==> src/rtl/mem_arbiter.sv <==
// I/D backing-memory arbiter with bounded D streaks and line bursts.
// Optional critical-word-first reads: define MEM_ARB_CRIT_WORD_EN.
module mem_arbiter #(
  parameter int ADDR_W       = 32,
  parameter int DATA_W       = 32,
  parameter int LINE_WORDS   = 4,
  parameter int MAX_D_STREAK = 4
) (
  input  logic              clk,
  input  logic              rst,
  input  logic              i_req,
  input  logic [ADDR_W-1:0] i_addr,
  output logic [DATA_W-1:0] i_rdata,
  output logic              i_rvalid,
  output logic              i_done,
  input  logic              d_req,
  input  logic              d_we,
  input  logic [ADDR_W-1:0] d_addr,
  input  logic [DATA_W-1:0] d_wdata,
  output logic [DATA_W-1:0] d_rdata,
  output logic              d_rvalid,
  output logic              d_done,
  output logic              mem_req,
  output logic              mem_we,
  output logic [ADDR_W-1:0] mem_addr,
  output logic [DATA_W-1:0] mem_wdata,
  input  logic              mem_ready,
  input  logic              mem_rvalid,
  input  logic [DATA_W-1:0] mem_rdata,
  output logic              busy,
  output logic              owner_d
);

  localparam int BW = $clog2(LINE_WORDS);
  localparam logic [3:0] MAXS = 4'(MAX_D_STREAK);
  localparam logic [BW-1:0] LAST = BW'(LINE_WORDS - 1);

  typedef enum logic [1:0] {
    IDLE, ISSUE, WAIT, DONE
  } state_t;

  state_t              state, state_nx;
  logic [BW-1:0]       beat, beat_nx;
  logic [BW-1:0]       cnt, cnt_nx;
  logic [3:0]          d_streak, d_streak_nx;
  logic                own_d, own_d_nx;
  logic                we_q, we_nx;
  logic [ADDR_W-BW-1:0] line_q, line_nx;
  logic [DATA_W-1:0]   wdata_q, wdata_nx;

  logic                grant_d;
  logic [ADDR_W-1:0]   sel_addr;
  logic [BW-1:0]       start;

  assign grant_d  = d_req && (!i_req || d_streak != MAXS);
  assign sel_addr = grant_d ? d_addr : i_addr;

  // writes always target their own word; reads pick the burst start
`ifdef MEM_ARB_CRIT_WORD_EN
  assign start = sel_addr[BW-1:0];
`else
  assign start = (grant_d && d_we) ? sel_addr[BW-1:0] : '0;
`endif

  assign busy    = (state != IDLE);
  assign owner_d = own_d;

  always_ff @(posedge clk or posedge rst) begin
    if (rst) begin
      state    <= IDLE;
      beat     <= '0;
      cnt      <= '0;
      d_streak <= '0;
      own_d    <= 1'b0;
      we_q     <= 1'b0;
      line_q   <= '0;
      wdata_q  <= '0;
    end else begin
      state    <= state_nx;
      beat     <= beat_nx;
      cnt      <= cnt_nx;
      d_streak <= d_streak_nx;
      own_d    <= own_d_nx;
      we_q     <= we_nx;
      line_q   <= line_nx;
      wdata_q  <= wdata_nx;
    end
  end

  always_comb begin
    state_nx    = state;
    beat_nx     = beat;
    cnt_nx      = cnt;
    d_streak_nx = d_streak;
    own_d_nx    = own_d;
    we_nx       = we_q;
    line_nx     = line_q;
    wdata_nx    = wdata_q;
    i_rdata     = '0;
    i_rvalid    = 1'b0;
    i_done      = 1'b0;
    d_rdata     = '0;
    d_rvalid    = 1'b0;
    d_done      = 1'b0;
    mem_req     = 1'b0;
    mem_we      = 1'b0;
    mem_addr    = '0;
    mem_wdata   = '0;
    unique case (state)
      IDLE: begin
        if (i_req || d_req) begin
          state_nx = ISSUE;
          own_d_nx = grant_d;
          we_nx    = grant_d && d_we;
          line_nx  = sel_addr[ADDR_W-1:BW];
          wdata_nx = d_wdata;
          beat_nx  = start;
          cnt_nx   = '0;
          if (!grant_d || !i_req)
            d_streak_nx = '0;
          else if (d_streak != MAXS)
            d_streak_nx = d_streak + 4'd1;
        end
      end
      ISSUE: begin
        mem_req   = 1'b1;
        mem_we    = we_q;
        mem_addr  = {line_q, beat};
        mem_wdata = wdata_q;
        if (mem_ready)
          state_nx = we_q ? DONE : WAIT;
      end
      WAIT: begin
        if (mem_rvalid) begin
          if (own_d) begin
            d_rdata  = mem_rdata;
            d_rvalid = 1'b1;
          end else begin
            i_rdata  = mem_rdata;
            i_rvalid = 1'b1;
          end
          if (cnt == LAST) begin
            state_nx = DONE;
          end else begin
            beat_nx  = beat + 1'b1;
            cnt_nx   = cnt + 1'b1;
            state_nx = ISSUE;
          end
        end
      end
      DONE: begin
        d_done   = own_d;
        i_done   = !own_d;
        beat_nx  = '0;
        cnt_nx   = '0;
        state_nx = IDLE;
      end
      default: state_nx = IDLE;
    endcase
  end

endmodule
==> config.mk <==
export PLATFORM = sky130hd
export DESIGN_NAME = mem_arbiter
export DESIGN_NICKNAME = d
export VERILOG_FILES = /design/src/rtl/mem_arbiter.sv
export SDC_FILE = /design/constraint.sdc
export NUM_CORES = 1
export LEC_CHECK = 0
export BUFFER_PORTS_ARGS = -buffer_cell sky130_fd_sc_hd__buf_2
export CAP_MARGIN = 20
export CELL_PAD_IN_SITES_DETAIL_PLACEMENT = 1
export CELL_PAD_IN_SITES_GLOBAL_PLACEMENT = 1
export CORE_UTILIZATION = 26
export DETAILED_ROUTE_END_ITERATION = 8
export GPL_TIMING_DRIVEN = 0
export PLACE_DENSITY = 0.82
export SLEW_MARGIN = 15
export SYNTH_ARGS = -nofsm -noshare
export SYNTH_HDL_FRONTEND = slang
export SYNTH_SLANG_ARGS = --single-unit
==> constraint.sdc <==
create_clock -name clk -period 2.4 [get_ports clk]
set_input_delay 0.48 -clock clk [delete_from_list [all_inputs] [get_ports clk]]
set_output_delay 0.48 -clock clk [all_outputs]
set_load 0.05 [all_outputs]
==> flow_metrics.py, run 1 <==
metrics = {
    "sta": {
        "post-route-period-util": 0.974,
        "final_max_slew_viol_count": 0,
        "finalClockSkew_ns": 0.00662,
        "slew-limit-headroom": 0.675,
        "final-hold-violation-count": 0,
        "fmax_mhz": 428,
        "rsz0062_at_grt": "false",
        "layout_min_cycle_time_ns": 2.34,
        "worst_pin_slew_ns": 0.487,
        "finalHoldWorstSlack_ns": 0.167,
        "setup_viol_count_final": 0,
    },
    "finish": {
        "layout.filler_cells": 1946,
        "areaGrowthSynthToFinish_pct": 53.5,
        "multiInputGateArea_sq_mm": 0.00211,
        "utilization": 0.415,
        "seqCellArea_sq_mm": 0.00185,
        "layout.cells.non_filler": 1016,
        "final_net_count": 936,
        "post_route_cells_drive_above_1_share": 0.416,
    },
    "logic_synthesis": {
        "synth_seq_area_share": 0.444,
        "ys_dominant_reg_cell": "dfrtp_1",
        "number_of_nets_produced_by_synthesis": 655,
        "number_of_synthesized_flops_with_an_enable_pin": 0,
        "synth.lib_cells_used.distinct": 38,
        "async_reset_ff_frac": 1.00,
        "ys_ff_latch": 74,
        "yosysTopAreaCell": "dfrtp_1",
        "synth.avg_cell_area_sq_um": 8.06,
        "synth.yosys.warnings": 0,
        "syn-cell-area_sq_mm": 0.00417,
        "syn-instance-count": 517,
        "synth.area.top_cells": "dfrtp_1 44%, and2_1 20%, nand2_1 12%",
        "synth_top_cell_area_share": 0.444,
    },
    "detailed_routing": {
        "post-route-drc-count": 0,
        "detailroute.via_count": 4521,
        "dr.pass1.iters": 4,
        "initialDrtViolationCount": 76,
        "postRouteAntennaNets": 0,
        "avgViaCountPerCell": 4.45,
        "detail_route.wl_per_cell_um": 15.2,
        "postRouteWirelength_um": 15400,
    },
    "floorplanning": {
        "number_of_rows_in_the_core_area": 45,
        "fp.dieArea_sq_mm": 0.0165,
        "ios": 271,
        "initial_utilization": 0.270,
        "dieHeight_um": 129,
        "core_area_sq_mm": 0.0154,
        "die-width_um": 129,
    },
    "hold_path": {
        "hold_path_class": "in -> async",
    },
    "setup_path": {
        "critPathCaptureType": "output port",
        "largest_fanout_on_the_critical_path": 10,
        "rrSetupSlack_ns": 0.68,
        "worst_r2r_path_depth": 7,
        "worstReg2RegStart": "state[0]",
        "startpoint_type": "register",
        "worstSetupPathType": "reg -> out",
        "regToRegEndpoint": "wdata_q[8]",
        "worst_ep_arrival_time_ns": 1.86,
        "critical_path_required_ns": 1.92,
    },
    "clock_network": {
        "clock_tree_from_tritoncts": "yes",
        "clock_sinks": 74,
        "htreeDepth": 3,
        "cts_hold_buf": 0,
        "cts-root-buf": "clkbuf_16",
        "clock_transition_at_path_regs_ns": 0.06,
        "tritoncts.num_buffers": 9,
        "clock_latency_ns": 0.34,
        "cts-root-to-sink-buffers": 2,
    },
    "place": {
        "placedCellCount": 997,
        "gp_congestion": 0.741,
        "port_buffers": 268,
        "dp.final_hpwl_um": 12000,
    },
    "pwr": {
        "total_power_mw": 9.44,
        "leakage_nw": 3.51,
        "worst_ir_drop_vdd_mv": 0.618,
        "power_density_mw_per_mm2": 1480,
    },
    "global_routing": {
        "first_global_vias": 4890,
        "grt_remaining_overflow": 0,
        "grt_first_pass_wirelength_um": 24300,
        "global_route.usage.total": 0.191,
        "grt_start_max_net_pins": 40,
        "grt_antenna_before_repair": 1,
    },
    "status": {
        "outcome": "completed",
    },
    "job": {
        "timing.max_cap.violations": 0,
    },
}
cells in the mapped netlist, drive strengths merged, types with 2 or more instances:
library cell / n
nand2: 138
and2: 131
dfrtp: 74
a21oi: 61
nor2: 33
buf: 22
clkbuf: 12
o21ai: 8
inv: 7
nand3: 4
a21o: 3
ha: 3
nor2b: 3
and3: 2
o22ai: 2
o31ai: 2
worst max-delay path, stage by stage, from the launching register on:
cell and delay, ns:
dfrtp_2 0.47, nor2b_4 0.17, and3_2 0.27, clkbuf_2 0.21, and2_1 0.15, buf_2 0.26
state kept, by name, indices dropped and copies added, names as in the netlist:
| signal | count |
|---|---|
| wdata_q | 32 |
| line_q | 30 |
| d_streak | 4 |
| beat | 2 |
| cnt | 2 |
| state | 2 |
| owner_d | 1 |
| we_q | 1 |
cells by family (layout without fill, tap and decap cells):
kind of cell    after synthesis  count (layout)  synth area share
other cells                   0               2                 0
mux                           1               1           0.00270
fa+ha+maj                     3               3           0.00901
compound gates               80              80             0.110
simple gates                318             318             0.381
buf+inv                      41             327            0.0526
flops                        74              74             0.444
timing repair:
item                       CTS  global route
setup endpoints to repair  109            98
setup buffers                0             1
resized for setup           39            62
final cells by class:
cell class | count | share of cell area
Clock buffer | 10 | 0.0358
Buffer | 34 | 0.0364
Inverter | 7 | 0.00450
Tap cell | 211 | 0.0413
Multi-Input combinational cell | 402 | 0.329
Timing Repair Buffer | 270 | 0.241
Antenna cell | 2 | 0.000782
Sequential cell | 74 | 0.290
Clock inverter | 6 | 0.0215
worst max-delay path by stage:
stage              from     endpoint  slack (ns)
6_report       state[0]  d_rdata[19]        0.06
5_1_grt        state[0]  d_rdata[27]       0.001
4_1_cts        state[0]   i_rdata[3]      -0.008
3_5_place_dp   state[0]   i_rdata[3]       -0.06
3_3_place_gp        rst   line_q[12]       -1.12
2_1_floorplan       rst      beat[0]        0.04
stage by stage:
stage | setup slack, ns | area (sq um) | setup TNS [ns]
global placement | -1.12 | 5770 | -82.73
floorplan | 0.0384 | 4170 | 0
finish | 0.0632 | 6400 | 0
global route | 0.00135 | 6390 | 0
CTS | -0.00773 | 6250 | -0.00773
detailed placement | -0.0623 | 5790 | -0.0962
layer usage:
metal  GRT usage  part of all wire  up-vias  routed length [um]
li1            -                 -     2197                   -
met1       0.200              0.38     2127                5830
met2       0.369              0.53      178                8130
met3      0.0407             0.075       19                1160
met4      0.0754             0.019        0                 294
met5           0                 0        -                   0
cell usage in the layout (no fill, tap or decap), types with 2 or more instances in the layout:
master	n
clkbuf_2	4
nand2_1	138
buf_2	211
clkbuf_16	9
and3_2	2
nand3_1	4
ha_1	3
buf_4	34
buf_6	6
clkbuf_1	3
nor2_1	32
inv_1	5
a21o_2	2
bufinv_16	4
dfrtp_1	73
clkbuf_4	46
o21ai_0	7
and2_1	131
o31ai_1	2
diode_2	2
nor2b_4	3
a21oi_1	61
report_power, final:
| group | switching, mW | internal, mW | total [mW] |
|---|---|---|---|
| clock | 0.554 | 1.13 | 1.68 |
| combinational | 3.93 | 1.68 | 5.61 |
| sequential | 0.308 | 1.84 | 2.15 |
Power figures use the tool's default switching activity.
==> inputs of run 2 (changes only) <==
Settings changed: ABC_AREA set to 1, CORE_UTILIZATION 26 to 25, SLEW_MARGIN 15 to 20.
==> flow_metrics.py, run 2 <==
metrics = {
    "setup_path": {
        "worst_ep_arrival_time_ns": 1.84,
        "largest_fanout_on_the_critical_path": 10,
        "startpoint_type": "register",
        "worstSetupPathType": "reg -> out",
        "critical_path_required_ns": 1.92,
        "critPathCaptureType": "output port",
    },
    "logic_synthesis": {
        "synth.avg_cell_area_sq_um": 6.43,
        "synth_seq_area_share": 0.435,
        "syn-cell-area_sq_mm": 0.00426,
        "synth.area.top_cells": "dfrtp_1 43%, nor2_1 15%, nand2_1 13%",
        "number_of_synthesized_flops_with_an_enable_pin": 0,
        "syn-instance-count": 663,
        "async_reset_ff_frac": 1.00,
        "number_of_nets_produced_by_synthesis": 801,
        "ys_dominant_reg_cell": "dfrtp_1",
        "synth_most_common_cell": "nor2_1",
        "yosysTopAreaCell": "dfrtp_1",
        "synth_top_cells_by_count": "169 x nor2_1, 148 x nand2_1, 141 x inv_1",
        "synth.yosys.warnings": 0,
        "ys_ff_latch": 74,
        "synth.lib_cells_used.distinct": 20,
        "synth_top_cell_area_share": 0.435,
    },
    "hold_path": {
        "hold_path_class": "in -> async",
    },
    "pwr": {
        "worst_ir_drop_vdd_mv": 0.463,
        "leakage_nw": 3.94,
        "total_power_mw": 8.72,
        "power_density_mw_per_mm2": 1370,
    },
    "clock_network": {
        "clock_transition_at_path_regs_ns": 0.07,
        "clock_sinks": 74,
        "clock_tree_from_tritoncts": "yes",
        "htreeDepth": 3,
        "tritoncts.num_buffers": 9,
        "cts-root-buf": "clkbuf_16",
        "cts-root-to-sink-buffers": 2,
        "clock_latency_ns": 0.33,
    },
    "global_routing": {
        "grt_start_max_net_pins": 40,
        "grt_use_met3": 0.0333,
        "use_met1": 0.203,
        "first_global_vias": 4970,
        "grt_first_pass_wirelength_um": 25300,
        "gr-max-usage-layer": "met2",
        "grt_antenna_before_repair": 1,
        "global_route.usage.total": 0.182,
        "grt_remaining_overflow": 0,
        "grt_use_met2": 0.336,
    },
    "finish": {
        "largest-register": "wdata_q",
        "utilization": 0.385,
        "largest_registers": "wdata_q x32, line_q x30, d_streak x4",
        "post_route_cells_drive_above_1_share": 0.344,
        "layout.cells.non_filler": 1169,
        "areaGrowthSynthToFinish_pct": 50.0,
        "largest_register_ff_count": 32,
        "final_net_count": 1082,
        "final_cell_mix": "251 x buf_2, 168 x nor2_1, 147 x nand2_1",
        "layout.cell_area.non_filler_sq_mm": 0.00639,
        "most_common_cell_after_layout_fill_and_taps_aside": "buf_2",
        "insertedDiodeCount": 0,
    },
    "sta": {
        "final_max_slew_viol_count": 0,
        "final-hold-violation-count": 0,
        "setup_viol_count_final": 0,
        "worst_pin_slew_ns": 0.499,
        "fmax_mhz": 430,
        "post-route-period-util": 0.968,
        "finalClockSkew_ns": 0.00800,
        "layout_min_cycle_time_ns": 2.32,
        "slew-limit-headroom": 0.667,
    },
    "floorplanning": {
        "die-width_um": 133,
        "number_of_rows_in_the_core_area": 47,
        "fp.dieArea_sq_mm": 0.0176,
        "initial_utilization": 0.257,
        "dieHeight_um": 133,
        "core_area_sq_mm": 0.0166,
        "ios": 271,
    },
    "detailed_routing": {
        "initialDrtViolationCount": 83,
        "detailroute.via_count": 5005,
        "detail_route.wl_per_cell_um": 13.6,
        "postRouteWirelength_um": 15900,
        "dr.pass1.iters": 4,
        "postRouteAntennaNets": 0,
        "avgViaCountPerCell": 4.28,
        "post-route-drc-count": 0,
    },
    "job": {
        "timing.max_cap.violations": 0,
    },
    "place": {
        "dp.final_hpwl_um": 12700,
        "port_buffers": 268,
        "gp_congestion": 0.762,
        "placedCellCount": 1152,
        "post_dp_cell_area_sq_mm": 0.00590,
    },
    "status": {
        "outcome": "completed",
    },
}
-- run 2: worst max-delay path: stages, from the launching register on --
cell     delay [ns]
dfrtp_2        0.42
inv_2          0.10
nor2_4         0.17
nand3_4        0.13
buf_4          0.21
nor2_1         0.23
buf_4          0.25
-- run 2: repair_timing --
action	in CTS	in global routing
setup buffers	0	1
cloned	0	0
resized for setup	19	37
pin swaps	0	1
setup endpoints to repair	112	91
hold buffers	0	0
-- run 2: layer usage --
metal	part of all wire	up-vias
met5	0.00082	-
met4	0.031	2
met3	0.052	25
met2	0.52	183
met1	0.40	2311
li1	-	2484
-- run 2: report_power, final --
part | switching (mW) | internal (mW) | leakage, nW
sequential | 0.279 | 1.84 | 0.916
clock | 0.545 | 1.02 | 0.167
combinational | 3.76 | 1.28 | 2.85
total | 4.58 | 4.14 | 3.94
-- run 2: final timing paths --
check                       startpoint           to  slack [ns]  cells after the start
max in group asynchronous          rst   line_q[29]        1.64                      3
max                           state[1]  i_rdata[10]        0.08                      6
min in group clk           d_wdata[22]  wdata_q[22]        0.35                      3
min                                rst  wdata_q[19]        0.17                      2
min reg2reg                 line_q[27]   line_q[27]        0.49                      2
max reg2reg                d_streak[0]    line_q[2]        0.58                      9
-- run 2: logic make-up (layout without fill, tap and decap cells) --
group                      Yosys count  count (layout)  share of synthesized area
buffers and inverters              177             463                      0.166
and+or+nand+nor                    337             337                      0.305
adders and majority gates            3               3                    0.00881
xor gates and xnor gates             1               1                    0.00206
AOI/OAI and AO/OA                   71              71                     0.0834
DFF                                 74              74                      0.435
-- run 2: layout make-up --
class                      count  area [sq um]
sequential                    74          1850
timing repair buffer         270          1480
inverter                     144           543
buffer                        33           171
multi-input combinational    412          1730
clock buffer                  10           229
clock inverter                 6           113
fill                        2219         10200
tap                          220           275
-- run 2: metrics by stage --
stage / setup slack [ns] / setup TNS (ns) / hold slack, ns
2_1_floorplan: 0.0384 / 0 / 0.448
3_3_place_gp: -1.09 / -80.56 / 0.466
3_5_place_dp: 0.0114 / 0 / 0.474
4_1_cts: 0.00144 / 0 / 0.189
5_1_grt: -0.0249 / -0.0684 / 0.219
6_report: 0.0757 / 0 / 0.170
